[src/rtl/alu_pkg.sv]
// Shared opcode and state definitions for the ALU sequencer slice.
// Imported by the decoder and the sequencer top.
package alu_pkg;

    localparam logic [4:0] OP_ADD  = 5'd1;
    localparam logic [4:0] OP_SUB  = 5'd2;
    localparam logic [4:0] OP_MUL  = 5'd3;
    localparam logic [4:0] OP_DIV  = 5'd4;
    localparam logic [4:0] OP_AND  = 5'd5;
    localparam logic [4:0] OP_OR   = 5'd6;
    localparam logic [4:0] OP_NEG  = 5'd7;
    localparam logic [4:0] OP_NOT  = 5'd8;
    localparam logic [4:0] OP_SHRA = 5'd9;
    localparam logic [4:0] OP_SHL  = 5'd10;
    localparam logic [4:0] OP_SHR  = 5'd11;
    localparam logic [4:0] OP_ROL  = 5'd12;
    localparam logic [4:0] OP_ROR  = 5'd13;
    localparam logic [4:0] OP_LAST = 5'd13;

    typedef enum logic [1:0] {
        S_IDLE = 2'd0,
        S_EXEC = 2'd1,
        S_RESP = 2'd2
    } state_t;

endpackage

[src/rtl/alu_op_decode.sv]
// Opcode classifier: legality and multi-cycle (mul/div) flag.
// Purely combinational.
module alu_op_decode
    import alu_pkg::*;
(
    input  logic [4:0] op,
    output logic       legal,
    output logic       is_muldiv
);

    assign legal     = (op != 5'd0) && (op <= OP_LAST);
    assign is_muldiv = (op == OP_MUL) || (op == OP_DIV);

endmodule

[src/rtl/alu_op_sequencer.sv]
// Multi-cycle request/response controller wrapped around the 32-bit ALU.
// Latches operands, drives the ALU for a fixed time, captures the result.
module alu_op_sequencer
    import alu_pkg::*;
#(
    parameter int unsigned MULDIV_WAIT = 4
) (
    input  logic        clk,
    input  logic        reset,
    input  logic        req_valid,
    output logic        req_ready,
    input  logic [4:0]  req_op,
    input  logic [31:0] req_a,
    input  logic [31:0] req_b,
    output logic [31:0] alu_a,
    output logic [31:0] alu_b,
    output logic [4:0]  alu_opcode,
    input  logic [63:0] alu_c,
    output logic        resp_valid,
    input  logic        resp_ready,
    output logic [31:0] zhi,
    output logic [31:0] zlo,
    output logic        resp_err
);

    localparam logic [3:0] WAIT_LD = 4'(MULDIV_WAIT);

    state_t      state_q;
    state_t      state_d;
    logic [31:0] y_a;
    logic [31:0] y_b;
    logic [4:0]  op_q;
    logic [3:0]  wait_cnt;
    logic        legal;
    logic        is_muldiv;

    alu_op_decode u_dec (
        .op        (req_op),
        .legal     (legal),
        .is_muldiv (is_muldiv)
    );

    always_ff @(posedge clk) begin
        if (reset) state_q <= S_IDLE;
        else       state_q <= state_d;
    end

    always_comb begin
        state_d = state_q;
        unique case (state_q)
            S_IDLE: begin
                if (req_valid)
                    state_d = legal ? S_EXEC : S_RESP;
            end
            S_EXEC: begin
                if (wait_cnt == 4'd0)
                    state_d = S_RESP;
            end
            S_RESP: begin
                if (resp_ready)
                    state_d = S_IDLE;
            end
            default: state_d = S_IDLE;
        endcase
    end

    always_ff @(posedge clk) begin
        if (reset) begin
            y_a      <= '0;
            y_b      <= '0;
            op_q     <= '0;
            wait_cnt <= '0;
            zhi      <= '0;
            zlo      <= '0;
            resp_err <= 1'b0;
        end else begin
            unique case (state_q)
                S_IDLE: begin
                    if (req_valid) begin
                        y_a      <= req_a;
                        y_b      <= req_b;
                        op_q     <= req_op;
                        wait_cnt <= is_muldiv ? WAIT_LD : 4'd0;
                        // Illegal ops skip the ALU and report a zero result
                        if (!legal) begin
                            resp_err <= 1'b1;
                            zhi      <= '0;
                            zlo      <= '0;
                        end
                    end
                end
                S_EXEC: begin
                    if (wait_cnt != 4'd0) begin
                        wait_cnt <= wait_cnt - 4'd1;
                    end else begin
                        zhi      <= alu_c[63:32];
                        zlo      <= alu_c[31:0];
                        resp_err <= 1'b0;
                    end
                end
                default: ;
            endcase
        end
    end

    assign req_ready  = (state_q == S_IDLE);
    assign resp_valid = (state_q == S_RESP);

    // ALU sees zeros outside EXEC so it idles on its default path
    assign alu_a      = (state_q == S_EXEC) ? y_a  : '0;
    assign alu_b      = (state_q == S_EXEC) ? y_b  : '0;
    assign alu_opcode = (state_q == S_EXEC) ? op_q : '0;

endmodule

[config.mk]
export PLATFORM = sky130hd
export DESIGN_NAME = alu_op_sequencer
export DESIGN_NICKNAME = d
export VERILOG_FILES = /design/src/rtl/alu_pkg.sv /design/src/rtl/alu_op_decode.sv /design/src/rtl/alu_op_sequencer.sv
export SDC_FILE = /design/constraint.sdc
export NUM_CORES = 1
export LEC_CHECK = 0
export ABC_AREA = 1
export BUFFER_PORTS_ARGS = -buffer_cell sky130_fd_sc_hd__buf_2
export CORE_UTILIZATION = 47
export DETAILED_ROUTE_END_ITERATION = 8
export HOLD_SLACK_MARGIN = 0.12
export PLACE_DENSITY = 0.89
export SKIP_CTS_REPAIR_TIMING = 1
export SLEW_MARGIN = 30
export SYNTH_ARGS = -nofsm -noshare
export SYNTH_HDL_FRONTEND = slang
export SYNTH_SLANG_ARGS = --single-unit
export TNS_END_PERCENT = 5
[constraint.sdc]
create_clock -name clk -period 1.9 [get_ports clk]
set_input_delay 0.095 -clock clk [delete_from_list [all_inputs] [get_ports clk]]
set_output_delay 0.095 -clock clk [all_outputs]
set_load 0.05 [all_outputs]
# After elaboration in Yosys (flattened, before gate mapping)
# Cells that the tools add are included.
[totals]
reg_bits = 140
latch_bits = 0
mem_bits_rw = 0
mem_bits_ro = 0
input_bits = 137
memories = 0
[op_classes]
addsub = 1
mul = 0
div_mod_pow = 0
order_cmp = 1
eq_ne = 10
n_shift = 0
muxes = 22
bitwise_logic = 0
n_reduce_logical = 11
[ops]
columns = ["op", "count"]
rows = [
  ["two-way mux 32 bit", 6],
  ["case mux 32 bit (2 select lines)", 2],
  ["!= test 2 bit, second input constant", 5],
  ["two-way mux 2 bit", 4],
  ["two-way mux 4 bit", 2],
  ["case mux 4 bit (2 select lines)", 1],
  ["case mux 2 bit (3 select lines)", 1],
  ["AND reduction 3 bit", 2],
  ["== test 5 x 2 -> 1 bit, second input constant", 1],
  ["== test 5 x 3 -> 1 bit, second input constant", 1],
  ["less-or-equal comparator 5 x 4 -> 1 bit, second input constant", 1],
  ["two-way mux 5 bit", 1],
  ["nonzero test 5 bit", 1],
  ["zero test 4 bit", 1],
  ["AND reduction 4 bit", 1],
  ["nonzero test 4 bit", 1],
  ["subtractor 4 x 1 -> 4 bit, second input constant", 1],
  ["two-way mux 1 bit", 3],
  ["two-way mux 3 bit", 1],
  ["== test 2 x 1 -> 1 bit, second input constant", 1],
  ["== test 2 bit, second input constant", 1],
  ["zero test 2 bit", 1],
  ["!= test 2 x 1 -> 1 bit, second input constant", 1],
  ["case mux 1 bit (2 select lines)", 1],
  ["other kinds (4)", 4],
]

# Logic depth before layout (Yosys ltp)
# Gate-level depths: netlist of the first run.
[depth]
ltp_word = 5
ltp_mapped = 9

# Hierarchy
# From an unflattened synthesis of the first run, not the netlist that was laid out.
[unflattened]
hier_cells = 1012
area_unflattened_um2 = 6565.0
[by_module_without_submodules]
columns = ["mod", "instances", "cells_each", "area_each_um2", "seq_area_each_um2"]
rows = [
  ["alu_op_sequencer", 1, 993, 6490.0, 2802.7],
  ["alu_op_decode", 1, 19, 75.1, 0.0],
]

# Worst setup path before layout of the first run
# Ideal clock, no wire load.
[synth_path]
kind = "register -> register"
startpoint = "register state_q[1]"
endpoint = "register y_a[11]"
t_arrival_ns = 1.768
slack_ns = 0.003
stages_incl_launch_ff = 7
path_buffers = 2
synth_period_minus_slack_ns = 1.897
cell_sequence = "dfxtp_1 > nor2_1 > nand2_2 > buf_4 > buf_2 > o21ai_0 > a21oi_1"
[synth_via]
elab_chain_cells = 2
[synth_rtl]
columns = ["element", "line_no", "source"]
rows = [
  ["start: declaration", "alu_op_sequencer.sv:28", "state_t state_q;"],
  ["start signal: assignment", "alu_op_sequencer.sv:45", "else state_q <= state_d;"],
  ["zero test 2 bit", "--", ""],
  ["net req_ready", "alu_op_sequencer.sv:11", "output logic req_ready,"],
  ["AND reduction 2 bit (no line)", "--", ""],
  ["end signal: assignment", "alu_op_sequencer.sv:80", "y_a <= req_a;"],
  ["end: declaration", "alu_op_sequencer.sv:30", "logic [31:0] y_a;"],
]
# The timed path passes the listed nets, and every way through them passes these cells.
# A chain may end at the register's enable or synchronous reset.

# Final worst setup path of the first run
[layout_path]
startpoint = "register state_q[0]"
endpoint = "output port alu_b[25]"
[layout_via]
elab_chain_cells = 2
[layout_rtl]
columns = ["element", "line_no", "source"]
rows = [
  ["== test 2 x 1 -> 1 bit", "alu_op_sequencer.sv:111", "assign alu_b = (state_q == S_EXEC) ? y_b : '0;"],
  ["two-way mux 32 bit", "alu_op_sequencer.sv:111", ""],
  ["end: declaration", "alu_op_sequencer.sv:16", "output logic [31:0] alu_b,"],
]
# No other way between the ends.

==> impl_metrics.yaml, run 1 <==
status:
  status: "complete, but fails checks"
  violations: "negative setup slack"
global_routing:
  grtUsageMet1: 0.267
  gr-total-overflow: 0
  antenna_found_initial: 2
  grt_pass1_wl_mm: 24.4
  grtUsageTotal: 0.233
  grt_max_degree: 99
  grt.met2_usage: 0.399
  grt_use_met3: 0.0633
  grt_pass1_vias: 5325
  busiest_layer: "met2"
timing:
  grt_setup_unrepaired: "true"
  max-slew-margin-rel: 0.722
  setup_viol: 6
  hold_viol: 0
  worst_pin_slew_ns: 0.417
  fin_skew_ns: 0.0103
  finalCritPeriodShare: 1.02
  drv_slew: 0
  timing.final.crit_period_ns: 1.94
  fin_ws_ns: -0.0441
  clock.fmax_ghz: 0.514
synthesis:
  synth_cell_types: 22
  yosys-mux-area-fraction: 0
  syn_area_mm2: 0.00605
  synth_compound_area_frac: 0.170
  synth_top_area_share: 0.463
  synth_common_cells: "nor2_1 (165), dfxtp_1 (140), nand2_1 (139)"
  synth_top_family_by_area: "simple AND/OR/NAND/NOR gates"
  synth.most_common_cell: "nor2_1"
  synthSimpleGateAreaFrac: 0.247
  ys_warn_count: 0
  synthArstFlopShare: 0
  synthAdderAreaFrac: 0.00207
  syn_avg_cell_area_um2: 6.85
  synth_area_leaders: "dfxtp_1 (46%), a21oi_1 (11%), nor2_1 (10%), nand2_1 (8.6%), o21ai_0 (6.0%)"
  synth_ff_type: "dfxtp_1"
  yosysTopAreaCell: "dfxtp_1"
  syn-instance-count: 883
  ys_seq_area_frac: 0.463
  synth-edff-count: 0
  synth_xor_area_frac: 0
  ys_ff_latch: 140
  syn_nets: 1021
clock_network:
  path_clk_slew_ns: 0.06
  clk_path_buf_depth: 2
  ctsRootBufferMaster: "clkbuf_16"
  cts_tree: "done"
  clock_latency_ns: 0.43
  cts.sinks: 140
  htreeDepth: 4
  numCtsBuffers: 17
die:
  start_util: 0.481
  core_area_mm2: 0.0126
  ioPinCount: 273
  die_w_um: 115
  fp-row-count: 41
  die_area_mm2: 0.0133
  fp.dieH_um: 115
pwr:
  p_comb_frac: 0.298
  seq_power_share: 0.358
  p_clk_frac: 0.344
  switching_power_w: 0.00356
  internal_power_w: 0.00616
  ir_worst_vdd_mv: 0.550
  total_power_w: 0.00973
  switching_share: 0.366
  total_leakage_power_nw: 4.64
  power_density_mw_per_mm2: 1000
layout:
  final_area_mm2: 0.00971
  post-route-util: 0.773
  area_growth_pct: 60.5
  instances_no_fill: 1442
  drive_gt1_frac: 0.260
  fin_nets: 1393
placed_design:
  place_hpwl_mm: 10.8
  placed_area_mm2: 0.00748
  dp.cells: 1272
  gp_congestion: 0.776
  portBuffers: 272
  pre_cts_slack_ns: 0.327
worst_setup_path:
  critPathArrivalTime_ns: 1.85
  cp.required_ns: 1.80
  endpoint_kind: "output port"
  crit_type: "reg -> out"
  worstPathMaxFanout: 71
  cp-start-kind: "flop"
drt:
  vias_per_cell: 5.42
  route.detailed.drc: 0
  postRouteAntennaNets: 0
  routed_wl_mm: 24.9
  routedWlPerCell_um: 17.3
  first_pass_iters: 8
  initialDrtViolationCount: 1124
  dr_total_vias: 7821
flow_run:
  maxCapViolations: 0
worst_hold_path:
  worstHoldPathType: "in -> reg"
## logic make-up (layout without fill, tap and decap cells)
kind of cell / Yosys count / in the layout
simple gates: 371 / 371
other cells: 0 / 2
fa+ha+maj: 1 / 1
flops: 140 / 140
buf+inv: 167 / 552
compound gates: 204 / 204
## sequential cells by signal (all words and copies together) (netlist names)
register,cells
y_a,32
y_b,32
zhi,32
zlo,32
op_q,5
wait_cnt,4
state_q,2
resp_err,1
## layer usage
layer | vias to the layer above | wire [um]
met2 | 639 | 12000
met5 | - | 0
met1 | 3468 | 8790
met4 | 0 | 1550
met3 | 178 | 2560
li1 | 3536 | -
## worst paths after layout
kind,startpoint,to,slack [ns],cells past startpoint
hold reg to reg,resp_err$_SDFFE_PP0P_,resp_err$_SDFFE_PP0P_,0.46,2
hold / removal,alu_c[35],zhi[3]$_SDFFE_PP0P_,0.07,5
setup reg to reg,state_q[1]$_SDFFE_PP0P_,y_b[13]$_SDFFE_PP0P_,0.12,5
setup / recovery,state_q[0]$_SDFFE_PP0P_,alu_b[25],-0.04,6
## layout by cell type, fill, tap and decap left out, drive strengths merged, types with 2 or more instances in the layout
master	instances
dlygate4sd3	134
o21ai	73
inv	102
nand3	62
nor2	167
bufinv	2
a21oi	130
clkinv	8
diode	2
nand2	140
clkbuf	25
dfxtp	140
buf	281
## metrics by stage
step / TNS [ns] / hold WS (ns)
after floorplan: 0 / 0.164
after global placement: 0 / 0.363
after detailed placement: 0 / 0.361
after CTS: -3.89 / -0.0869
after global routing: -1.45 / 0.153
final: -0.0863 / 0.0661
## critical path: stages, from the launching register on
cell     delay [ns]
dfxtp_1        0.39
inv_2          0.07
nor2_4         0.17
inv_4          0.09
buf_12         0.20
nor2_1         0.26
buf_6          0.21
## area by class of cell
type	count	area, um^2
diodes	2	5.00
clock buffers	18	429
clock inverters	14	160
fillers	723	2850
inverters	98	372
multi-input cells	576	2560
flip-flops and latches	140	2800
well taps	172	215
repair buffers	422	3170
## power by group through the flow
stage | combinational [W] | clock (W) | sequential (W)
after floorplan | 0.00124 | 0 | 0.00412
after global placement | 0.00241 | 0 | 0.00348
after detailed placement | 0.00245 | 0 | 0.00350
after CTS | 0.00246 | 0.00334 | 0.00344
after global routing | 0.00310 | 0.00348 | 0.00351
final | 0.00290 | 0.00334 | 0.00349
No activity file was read; power rests on OpenSTA's default activity.
==> run 2: changes to the inputs <==
--- a/config.mk
+++ b/config.mk
@@ -7,10 +7,11 @@
 export LEC_CHECK = 0
 export ABC_AREA = 1
 export BUFFER_PORTS_ARGS = -buffer_cell sky130_fd_sc_hd__buf_2
-export CORE_UTILIZATION = 47
+export CORE_UTILIZATION = 49
+export CTS_BUF_LIST = sky130_fd_sc_hd__clkbuf_8
 export DETAILED_ROUTE_END_ITERATION = 8
 export HOLD_SLACK_MARGIN = 0.12
-export PLACE_DENSITY = 0.89
+export PLACE_DENSITY = 0.92
 export SKIP_CTS_REPAIR_TIMING = 1
 export SLEW_MARGIN = 30
 export SYNTH_ARGS = -nofsm -noshare
==> run 2 against run 1 <==
The flow still finishes with violations (negative setup slack); sequential share of layout area increased by 0.90 points; critical path type unchanged; register-to-register slack better by 0.02 ns; die area shrank 4.0%; hold slack improved by 0.39 ns; first-iteration DRC count shrank 15%; sequential power about the same; count of clock-buffer cells in the layout is 1 lower.
==> impl_metrics.yaml, run 2 (synthesis gave the netlist of run 1 again) <==
worst_setup_path:
  endpoint_kind: "output port"
  endpoint: "alu_b[15]"
  rrSetupSlack_ns: 0.14
  reg2reg_to: "y_b[15]$_SDFFE_PP0P_"
  r2r-start: "state_q[1]$_SDFFE_PP0P_"
  reg2reg_depth: 5
  critPathArrivalTime_ns: 1.90
  worstPathMaxFanout: 36
  crit_type: "reg -> out"
  startpoint: "state_q[0]$_SDFFE_PP0P_"
  cp.required_ns: 1.80
  cp-start-kind: "flop"
pwr:
  total_leakage_power_nw: 4.50
  p_clk_frac: 0.267
  total_power_w: 0.00872
  switching_share: 0.398
  switching_power_w: 0.00347
  power_density_mw_per_mm2: 925
  seq_power_share: 0.399
  ir_worst_vdd_mv: 0.609
  p_comb_frac: 0.333
  internal_power_w: 0.00524
timing:
  worst_pin_slew_ns: 0.477
  timing.hold.ws_ns: 0.452
  grt_setup_unrepaired: "true"
  fin_skew_ns: 0.00974
  timing.final.crit_period_ns: 1.99
  finalCritPeriodShare: 1.05
  drv_slew: 0
  fin_ws_ns: -0.0926
  hold_viol: 0
  max-slew-margin-rel: 0.681
  clock.fmax_ghz: 0.502
  setup_viol: 3
global_routing:
  grtUsageMet1: 0.266
  busiest_layer: "met2"
  grt_pass1_vias: 5437
  grt_pass1_wl_mm: 24.4
  grt.met2_usage: 0.415
  grtUsageTotal: 0.241
  grt_max_degree: 84
  gr-total-overflow: 0
  antenna_found_initial: 1
  grt_use_met3: 0.0707
flow_run:
  maxCapViolations: 0
layout:
  layout_common_cells: "buf_2 (206), nor2_1 (164), nand2_1 (139), dfxtp_1 (139), dlygate4sd3_1 (136)"
  layout_commonest_cell: "buf_2"
  drive_gt1_frac: 0.259
  final_area_mm2: 0.00943
  fin_nets: 1393
  area_growth_pct: 55.8
status:
  violations: "negative setup slack"
  status: "complete, but fails checks"
drt:
  route.detailed.drc: 0
  routedWlPerCell_um: 17.8
  vias_per_cell: 5.56
  first_pass_iters: 6
  dr_total_vias: 7880
  initialDrtViolationCount: 950
  postRouteAntennaNets: 0
  routed_wl_mm: 25.2
die:
  ioPinCount: 273
  start_util: 0.504
  fp-row-count: 40
  fp.dieH_um: 113
  die_w_um: 113
  die_area_mm2: 0.0128
  core_area_mm2: 0.0120
clock_network:
  htreeDepth: 4
  cts_tree: "done"
  ctsRootBufferMaster: "clkbuf_8"
  clock_latency_ns: 0.46
  clk_path_buf_depth: 2
  cts.sinks: 140
  path_clk_slew_ns: 0.08
  numCtsBuffers: 17
placed_design:
  placed_area_mm2: 0.00746
  place_hpwl_mm: 10.6
  portBuffers: 272
  pre_cts_slack_ns: 0.297
  gp_congestion: 0.752
worst_hold_path:
  worstHoldPathType: "reg -> reg"
run 2: power by group through the flow:
stage / sequential (W) / clock (W) / combinational, W
CTS: 0.00343 / 0.00232 / 0.00246
global placement: 0.00348 / 0 / 0.00240
global route: 0.00350 / 0.00247 / 0.00309
floorplan: 0.00412 / 0 / 0.00124
finish: 0.00348 / 0.00233 / 0.00291
detailed placement: 0.00350 / 0 / 0.00245
run 2: metrics by stage:
step,cells,util,setup TNS [ns]
6_report,1416,0.785,-0.164
5_1_grt,1416,0.785,-1.88
4_1_cts,1277,0.652,-5.27
3_5_place_dp,1245,0.621,0
3_3_place_gp,1245,0.621,0
2_1_floorplan,883,-,0
run 2: cell type report:
type / count / area (um^2)
Timing Repair Buffer: 422 / 3130
Sequential cell: 140 / 2800
Fill cell: 681 / 2590
Multi-Input combinational cell: 576 / 2560
Inverter: 98 / 372
Clock buffer: 17 / 234
Tap cell: 147 / 184
Clock inverter: 15 / 140
Antenna cell: 1 / 2.50
run 2: worst min-delay path by stage:
stage               cells after the start                       end            startpoint
finish                                  2      y_a[23]$_SDFFE_PP0P_  y_a[23]$_SDFFE_PP0P_
detailed placement                      3      y_a[11]$_SDFFE_PP0P_             req_a[11]
floorplan                               1   state_q[1]$_SDFFE_PP0P_                 reset
global route                            3  wait_cnt[1]$_SDFFE_PP0P_                 reset
CTS                                     2   state_q[0]$_SDFFE_PP0P_                 reset
global placement                        3      y_a[13]$_SDFFE_PP0P_             req_a[13]
run 2: per-layer routing:
layer  part of all wire  up-vias
li1                   -     3530
met1               0.34     3538
met2               0.49      645
met3               0.10      167
met4              0.065        0
met5                  0        -
run 2: critical path, stage by stage, from the launching register on:
cell,delay (ns)
dfxtp_2,0.37
inv_2,0.06
nor2_4,0.16
inv_4,0.11
buf_12,0.19
nor2_1,0.23
clkbuf_4,0.30
==> run 3: changes to the inputs <==
--- a/config.mk
+++ b/config.mk
@@ -7,7 +7,9 @@
 export LEC_CHECK = 0
 export ABC_AREA = 1
 export BUFFER_PORTS_ARGS = -buffer_cell sky130_fd_sc_hd__buf_2
-export CORE_UTILIZATION = 49
+export CELL_PAD_IN_SITES_DETAIL_PLACEMENT = 0
+export CELL_PAD_IN_SITES_GLOBAL_PLACEMENT = 1
+export CORE_UTILIZATION = 33
 export CTS_BUF_LIST = sky130_fd_sc_hd__clkbuf_8
 export DETAILED_ROUTE_END_ITERATION = 8
 export HOLD_SLACK_MARGIN = 0.12
@@ -17,4 +19,4 @@
 export SYNTH_ARGS = -nofsm -noshare
 export SYNTH_HDL_FRONTEND = slang
 export SYNTH_SLANG_ARGS = --single-unit
-export TNS_END_PERCENT = 5
+export TNS_END_PERCENT = 30
==> run 3 against run 2 <==
The flow now finishes without violations; die area up 48%; non-clock buffer count is 5 higher; register-to-register slack improved by 0.13 ns; final cell count rose by 6.1%; count of clock-buffer cells in the layout grew 1; via count down 12%; sequential power fell by 1%; utilization fell by 26 points; setup slack better by 0.17 ns; first-iteration DRC count shrank 72%; global-route usage fell by 7.4 points; critical path type unchanged; critical endpoint is now alu_a[27]; largest power group unchanged.
==> impl_metrics.yaml, run 3 (synthesis gave the netlist of run 1 again) <==
flow_run:
  maxCapViolations: 0
placed_design:
  gp_congestion: 0.743
  place_hpwl_mm: 11.2
  portBuffers: 272
  placed_area_mm2: 0.00760
  pre_cts_slack_ns: 0.289
worst_setup_path:
  crit_buf_inv: 4
  slowest_delay_ns: 0.39
  cp.required_ns: 1.80
  crit_type: "reg -> out"
  endpoint_kind: "output port"
  critPathSlowestCell: "dfxtp_1"
  critPathTopFamily: "buffers and inverters"
  reg2reg_depth: 9
  critical_path_depth: 6
  cp-start-kind: "flop"
  worstPathMaxFanout: 43
  crit_path_frequent_cell: "inv_2"
  path_cells: "inv_2 > nor2_4 > inv_2 > buf_6 > nor2_1 > clkbuf_4"
  critPathArrivalTime_ns: 1.73
drt:
  routedWlPerCell_um: 12.7
  first_pass_iters: 5
  initialDrtViolationCount: 266
  postRouteAntennaNets: 0
  vias_per_cell: 4.61
  dr_total_vias: 6929
  routed_wl_mm: 19.1
  route.detailed.drc: 0
layout:
  final_area_mm2: 0.00947
  fin_nets: 1398
  diodes: 0
  layout_common_cells: "buf_2 (229), nor2_1 (165), dfxtp_1 (140)"
  layout_commonest_cell: "buf_2"
  drive_gt1_frac: 0.261
  fillers: 1701
  area_growth_pct: 56.5
global_routing:
  antenna_found_initial: 0
  grt_pass1_vias: 5105
  gr-total-overflow: 0
  grtUsageTotal: 0.167
  grt_max_degree: 84
  grt_pass1_wl_mm: 24.8
clock_network:
  numCtsBuffers: 17
  ctsRootBufferMaster: "clkbuf_8"
  cts.sinks: 140
  clock_latency_ns: 0.44
  clk_path_buf_depth: 2
  cts_tree: "done"
  path_clk_slew_ns: 0.08
  htreeDepth: 4
timing:
  fin_ws_ns: 0.0749
  drv_slew: 0
  hold_viol: 0
  max-slew-margin-rel: 0.631
  fin_tns_setup_ns: 0
  timing.final.crit_period_ns: 1.83
  worst_pin_slew_ns: 0.554
  finalCritPeriodShare: 0.961
  fin_skew_ns: 0.0125
  setup_viol: 0
  timing.hold.ws_ns: 0.451
  clock.fmax_ghz: 0.548
pwr:
  total_leakage_power_nw: 4.55
  power_density_mw_per_mm2: 900
  ir_worst_vdd_mv: 0.541
die:
  die_w_um: 137
  fp-row-count: 49
  fp.dieH_um: 137
  start_util: 0.337
  die_area_mm2: 0.0189
  core_area_mm2: 0.0180
  ioPinCount: 273
status:
  status: "finished clean"
worst_hold_path:
  hold_depth: 2
  worstHoldPathType: "reg -> reg"
## run 3: cell count changes in the layout (fill, tap and decap cells not counted), moves of 2 or more
cell | before | now
buf_4 | 36 | 27
clkinv_2 | 2 | 4
clkinv_4 | 2 | 6
buf_2 | 206 | 229
clkbuf_4 | 29 | 25
clkinvlp_4 | 7 | 0
buf_6 | 6 | 3
## run 3: layout make-up
type | instances | area, um^2 | share of cell area
well taps | 229 | 287 | 0.0303
flip-flops and latches | 140 | 2800 | 0.296
inverters | 98 | 369 | 0.0390
multi-input cells | 576 | 2550 | 0.270
repair buffers | 427 | 3070 | 0.324
clock inverters | 14 | 135 | 0.0143
clock buffers | 18 | 248 | 0.0262
## run 3: through the flow
step | cells | total power, W | utilization
6_report | 1502 | 0.00852 | 0.527
5_1_grt | 1502 | 0.00905 | 0.527
2_1_floorplan | 883 | 0.00536 | -
3_5_place_dp | 1333 | 0.00597 | 0.423
4_1_cts | 1365 | 0.00837 | 0.444
3_3_place_gp | 1333 | 0.00594 | 0.423
## run 3: tightest hold or removal path: cells and delay by family (launching register included)
kind	cells	cell delay, ns
buffers and inverters	1	0.05
AOI/OAI and AO/OA	1	0.05
DFF	1	0.32
## run 3: where the power goes
group / internal, W / leakage, nW / total [W] / switching (W)
Combinational: 0.000890 / 3.19 / 0.00273 / 0.00184
Clock: 0.00110 / 0.200 / 0.00235 / 0.00126
Sequential: 0.00329 / 1.16 / 0.00344 / 0.000145
Total: 0.00528 / 4.55 / 0.00852 / 0.00324
## run 3: routing by layer
| metal | wire length [um] | vias to the layer above | GRT usage | share of wire |
|---|---|---|---|---|
| met5 | 0 | - | 0 | 0 |
| met4 | 226 | 0 | 0.0464 | 0.012 |
| met3 | 1390 | 24 | 0.0725 | 0.073 |
| met2 | 9210 | 256 | 0.265 | 0.48 |
| met1 | 8240 | 3114 | 0.204 | 0.43 |
| li1 | - | 3535 | - | - |
## run 3: final timing paths
kind / from / endpoint / slack, ns
max reg2reg: state_q[0]$_SDFFE_PP0P_ / wait_cnt[2]$_SDFFE_PP0P_ / 0.27
min reg2reg: resp_err$_SDFFE_PP0P_ / resp_err$_SDFFE_PP0P_ / 0.45
max: state_q[0]$_SDFFE_PP0P_ / alu_a[27] / 0.07
min: resp_err$_SDFFE_PP0P_ / resp_err$_SDFFE_PP0P_ / 0.45
